==> config.mk <==
export PLATFORM = sky130hd
export DESIGN_NAME = regfile_write_buffer
export DESIGN_NICKNAME = d
export VERILOG_FILES = /design/src/rtl/regfile_write_buffer.sv
export SDC_FILE = /design/constraint.sdc
export NUM_CORES = 1
export LEC_CHECK = 0
export ABC_CLOCK_PERIOD_IN_PS = 6150
export BUFFER_PORTS_ARGS = -buffer_cell sky130_fd_sc_hd__buf_2
export CORE_MARGIN = 8
export CORE_UTILIZATION = 45
export CTS_CLUSTER_SIZE = 10
export DETAILED_ROUTE_END_ITERATION = 16
export GPL_TIMING_DRIVEN = 0
export PLACE_DENSITY = 0.63
export SLEW_MARGIN = 40
export SYNTH_ARGS = -nofsm -noshare
export SYNTH_HDL_FRONTEND = slang
export SYNTH_SLANG_ARGS = --single-unit
==> constraint.sdc <==
create_clock -name CLK -period 6.15 [get_ports CLK]
set_input_delay 1.23 -clock CLK [delete_from_list [all_inputs] [get_ports CLK]]
set_output_delay 1.23 -clock CLK [all_outputs]
set_load 0.005 [all_outputs]
==> src/rtl/regfile_write_buffer.sv <==
// Posted-write buffer in front of the register file write port.
// In-order FIFO of {addr, data}; retires at most one entry per cycle and
// forwards pending data to two decode lookup ports (youngest match wins).
module regfile_write_buffer #(
  parameter int unsigned W     = 32,
  parameter int unsigned DEPTH = 4
) (
  input  logic                         CLK,
  input  logic                         reset,
  input  logic                         push_valid,
  output logic                         push_ready,
  input  logic [4:0]                   push_addr,
  input  logic [W-1:0]                 push_data,
  input  logic                         drain_hold,
  output logic                         rf_write_en,
  output logic [4:0]                   rf_write_addr,
  output logic [W-1:0]                 rf_write_data,
  input  logic [4:0]                   lookup_addr1,
  input  logic [4:0]                   lookup_addr2,
  output logic                         lookup_hit1,
  output logic                         lookup_hit2,
  output logic [W-1:0]                 lookup_data1,
  output logic [W-1:0]                 lookup_data2,
  output logic [$clog2(DEPTH+1)-1:0]   count,
  output logic                         empty
);

  localparam int unsigned PW = $clog2(DEPTH);
  localparam int unsigned CW = $clog2(DEPTH+1);
  localparam int unsigned NP = 2;

  logic [PW-1:0] head_q, head_d;
  logic [PW-1:0] tail_q, tail_d;
  logic [CW-1:0] count_q, count_d;
  logic [DEPTH-1:0] valid_q, valid_d;
  logic [4:0]    addr_q [DEPTH];
  logic [4:0]    addr_d [DEPTH];
  logic [W-1:0]  data_q [DEPTH];
  logic [W-1:0]  data_d [DEPTH];

  logic          push_fire;
  logic          drain_fire;
  logic [4:0]    la     [NP];
  logic          hit    [NP];
  logic [W-1:0]  hdata  [NP];

  // Status and drain port, all derived from registered state plus drain_hold
  assign count         = count_q;
  assign empty         = (count_q == '0);
  assign push_ready    = (count_q != CW'(DEPTH));
  assign rf_write_en   = (count_q != '0) && !drain_hold;
  assign rf_write_addr = rf_write_en ? addr_q[head_q] : 5'd0;
  assign rf_write_data = rf_write_en ? data_q[head_q] : '0;

  assign push_fire  = push_valid && push_ready && (push_addr != 5'd0);
  assign drain_fire = rf_write_en;

  assign la[0]        = lookup_addr1;
  assign la[1]        = lookup_addr2;
  assign lookup_hit1  = hit[0];
  assign lookup_hit2  = hit[1];
  assign lookup_data1 = hdata[0];
  assign lookup_data2 = hdata[1];

  // Forwarding: scan oldest to youngest so the youngest match overrides
  always_comb begin
    logic [PW-1:0] idx;
    for (int p = 0; p < int'(NP); p++) begin
      hit[p]   = 1'b0;
      hdata[p] = '0;
      for (int k = 0; k < int'(DEPTH); k++) begin
        idx = head_q + PW'(k);
        if (valid_q[idx] && (la[p] != 5'd0) && (addr_q[idx] == la[p])) begin
          hit[p]   = 1'b1;
          hdata[p] = data_q[idx];
        end
      end
    end
  end

  // Next-state: enqueue at tail, retire at head, track occupancy
  always_comb begin
    head_d  = head_q;
    tail_d  = tail_q;
    count_d = count_q;
    valid_d = valid_q;
    addr_d  = addr_q;
    data_d  = data_q;
    if (push_fire) begin
      valid_d[tail_q] = 1'b1;
      addr_d[tail_q]  = push_addr;
      data_d[tail_q]  = push_data;
      tail_d          = tail_q + PW'(1);
    end
    if (drain_fire) begin
      valid_d[head_q] = 1'b0;
      head_d          = head_q + PW'(1);
    end
    count_d = count_q + CW'(push_fire) - CW'(drain_fire);
  end

  // State registers; reset discards every pending entry
  always_ff @(posedge CLK or posedge reset) begin
    if (reset) begin
      head_q  <= '0;
      tail_q  <= '0;
      count_q <= '0;
      valid_q <= '0;
      for (int i = 0; i < int'(DEPTH); i++) begin
        addr_q[i] <= '0;
        data_q[i] <= '0;
      end
    end else begin
      head_q  <= head_d;
      tail_q  <= tail_d;
      count_q <= count_d;
      valid_q <= valid_d;
      addr_q  <= addr_d;
      data_q  <= data_d;
    end
  end

endmodule

==> flow_summary.yaml <==
sta:
  skew_ns: 0.0107
  clock.fmax_ghz: 0.167
  report.final.slew_viol_count: 0
  worst_pin_slew_ns: 0.908
  timing_hold_violations_final: 0
  setup_viol: 0
  maxSlewHeadroom_pct: 39.0
  period_minus_slack_ns: 5.99
  setup-tns-final_ns: 0
  post-route-period-util_pct: 97.4
  rsz0062_at_grt: "false"
logic_synthesis:
  synthSimpleGateAreaFrac_pct: 10.2
  syn_avg_cell_area_um2: 11.4
  synth.top_cell.area_share_pct: 30.9
  synthAdderAreaFrac_pct: 1.13
  synth_warnings: 0
  synth-xor-area-share_pct: 3.11
  synth_flop_cell: "dfrtp_1"
  synth_area_leaders: "dfrtp_1 31%, mux4_2 24%, mux2_2 14%, nor3_1 3.2%, clkbuf_1 2.1%"
  synth-seq-cells: 159
  muxShareOfSynthArea_pct: 39.4
  synth_most_common_cell: "mux2_2"
  synth_edf_count: 0
  syn-num-nets: 1193
  synth_common_cells: "165 x mux2_2, 159 x dfrtp_1, 135 x mux4_2"
  yosysSeqAreaShare_pct: 30.9
  synth_top_family_by_area: "multiplexers"
  syn_inst: 1131
  netlist_area_mm2: 0.0129
  async_reset_ff_share_pct: 100
  synth_compound_area_share_pct: 10.2
  synth_cell_types: 41
  synth_area_leader_cell: "dfrtp_1"
job:
  drv_cap: 0
setup_path:
  critical-path-max-stage-delay_ns: 0.59
  critPathBufInv: 9
  crit_fanout: 13
  worstSetupPathType: "flop to primary output"
  start_kind: "flop"
  path_cells: "buf_8, buf_6, buf_6, buf_8, clkinv_4, clkbuf_8, ha_4, mux4_2, xnor2_2, nand4_4, or2_1, buf_2, clkbuf_4, a311oi_1, o31ai_1, buf_2"
  endpoint_kind: "primary output"
  r2r_end: "head_q[1]"
  crit_slowest_cell: "mux4_2"
  arrival_ns: 4.76
  cp_data_required_time_ns: 4.92
  r2r_start: "head_q[0]"
  r2r_slack_ns: 2.55
  rr_worst_depth: 13
  crit_family: "buffers and inverters"
worst_hold_path:
  min_to: "count[2]"
  holdPathStages: 1
  hp-start: "count[2]"
  min_path_type: "flop to flop"
pwr:
  leakagePower_nw: 6.06
  vdd_ir_drop_max_mv: 0.313
  p_per_area_mw_per_mm2: 718
  p_total_mw: 10.8
die:
  die_h_um: 185
  die_area_mm2: 0.0343
  die_x_um: 185
  core_area_mm2: 0.0284
  start_util_pct: 45.3
  placementRows: 62
  io_pins: 160
global_route:
  grt_pass1_wl_um: 70400
  antenna_found_initial: 1
  grt.total_usage_pct: 27.3
  grt_max_degree: 74
  grt_pass1_vias: 11316
  overflow: 0
place:
  dp.cells: 1666
  port-buffer-count: 149
  post-dp-hpwl_um: 33300
  gp_congestion: 0.975
finish:
  nets: 1367
  diodes: 0
  area_growth_pct: 17.2
  drive_gt1_share_pct: 44.5
  fin_cells: 1702
detailed_routing:
  ant_nets: 0
  firstDrtPassIters: 5
  drc: 0
  finalWirelength_um: 46300
  drt_iter0_drc: 1467
  wire_per_inst_um: 27.2
  vias_per_cell: 6.78
  vias: 11532
outcome:
  status: "finished, final reports clean"
clock_tree:
  clk_latency_ns: 0.46
  cts_buffer_depth: 2
  cts.reportedPaths.clkPinSlew_ns: 0.07
  root_buffer: "clkbuf_16"
  cts_tree: "done"
  numClockSinks: 159
  htree_num_levels: 4
  cts_buffers: 17
  postCtsHoldBufs: 0
layout by cell type, fill, tap and decap left out, types with 3 or more instances in the layout:
master     netlist  layout
buf_2           33     179
mux2_2         165     165
dfrtp_1        159     158
mux4_2         135     135
nor3_1          83      82
nand2_1         63      63
clkbuf_1        73      52
nor2_1          47      46
and2_1          39      39
o21ai_0         36      36
a31oi_1         32      32
xnor2_1         31      30
inv_1           27      26
a211oi_1        32      23
clkbuf_2         0      18
o2111ai_1       18      18
o211a_1         18      18
mux2i_1         17      17
clkbuf_16        0      17
buf_4            1      14
nor4_1          13      13
o31ai_1         17      13
a311oi_1        14      12
xor2_1          11      10
a211oi_2         0       9
o21ai_1          9       9
ha_1            10       9
buf_6            5       6
nand3_1          6       6
clkinv_4         0       5
nand4_1          5       5
o31ai_2          2       5
a22oi_1          4       4
or2_1            4       4
bufinv_16        0       4
clkbuf_8         0       3
xnor2_2          2       3
clkbuf_4         0       3
power breakdown:
part | switching [mW] | internal [mW]
Clock | 0.465 | 0.707
Sequential | 0.686 | 1.59
Combinational | 3.92 | 3.46
Total | 5.07 | 5.76
kinds of logic after synthesis:
kind of cell,after synthesis
buffers and inverters,150
AND/OR/NAND/NOR,267
multiplexers,317
AO/OA/AOI/OAI,183
XOR/XNOR,44
adder cells (fa/ha/maj),11
flip-flops,159
repair_timing:
action	CTS	global route
pin swaps	1	3
resized for setup	43	33
setup endpoints to repair	66	60
endpoints found under the hold margin	0	0
setup buffers	6	2
worst max-delay path by stage:
| stage | from | to | cells past startpoint |
|---|---|---|---|
| global route | head_q[0] | lookup_data1[24] | 15 |
| finish | head_q[0] | lookup_data2[29] | 16 |
| global placement | reset | data_q[111] | 2 |
| CTS | head_q[1] | lookup_data2[24] | 15 |
| floorplan | reset | addr_q[0] | 1 |
| detailed placement | head_q[1] | lookup_data1[29] | 16 |
state kept, by name, summed over array words and instances (netlist names):
name / count
addr_q: 20
count: 3
data_q: 128
head_q: 2
tail_q: 2
valid_q: 4
through the flow:
stage / worst slack, ns / hold WS (ns) / util, % / cell area (um^2)
detailed placement: -1.10 / 0.530 / 49.9 / 14200
floorplan: 0.628 / 0.508 / - / 12900
global placement: -1.34 / 0.518 / 49.6 / 14100
CTS: 0.00457 / 0.540 / 52.8 / 15000
global route: 0.00239 / 0.563 / 53.1 / 15100
finish: 0.161 / 0.531 / 53.1 / 15100
routing by layer:
layer,part of all wire (%),track usage [%],routed length (um)
met1,39,36.3,18000
met2,45,40.7,20700
met3,12,7.41,5470
met4,4.6,13.6,2140
met5,0.028,0,13
area by class of cell:
| type | instances | area [um^2] |
|---|---|---|
| fill | 2543 | 13300 |
| multi-input combinational | 822 | 8390 |
| sequential | 159 | 3980 |
| timing repair buffer | 159 | 861 |
| buffer | 118 | 614 |
| tap | 384 | 480 |
| clock buffer | 21 | 460 |
| clock inverter | 11 | 180 |
| inverter | 28 | 118 |
(Power assumes the default switching activity.)
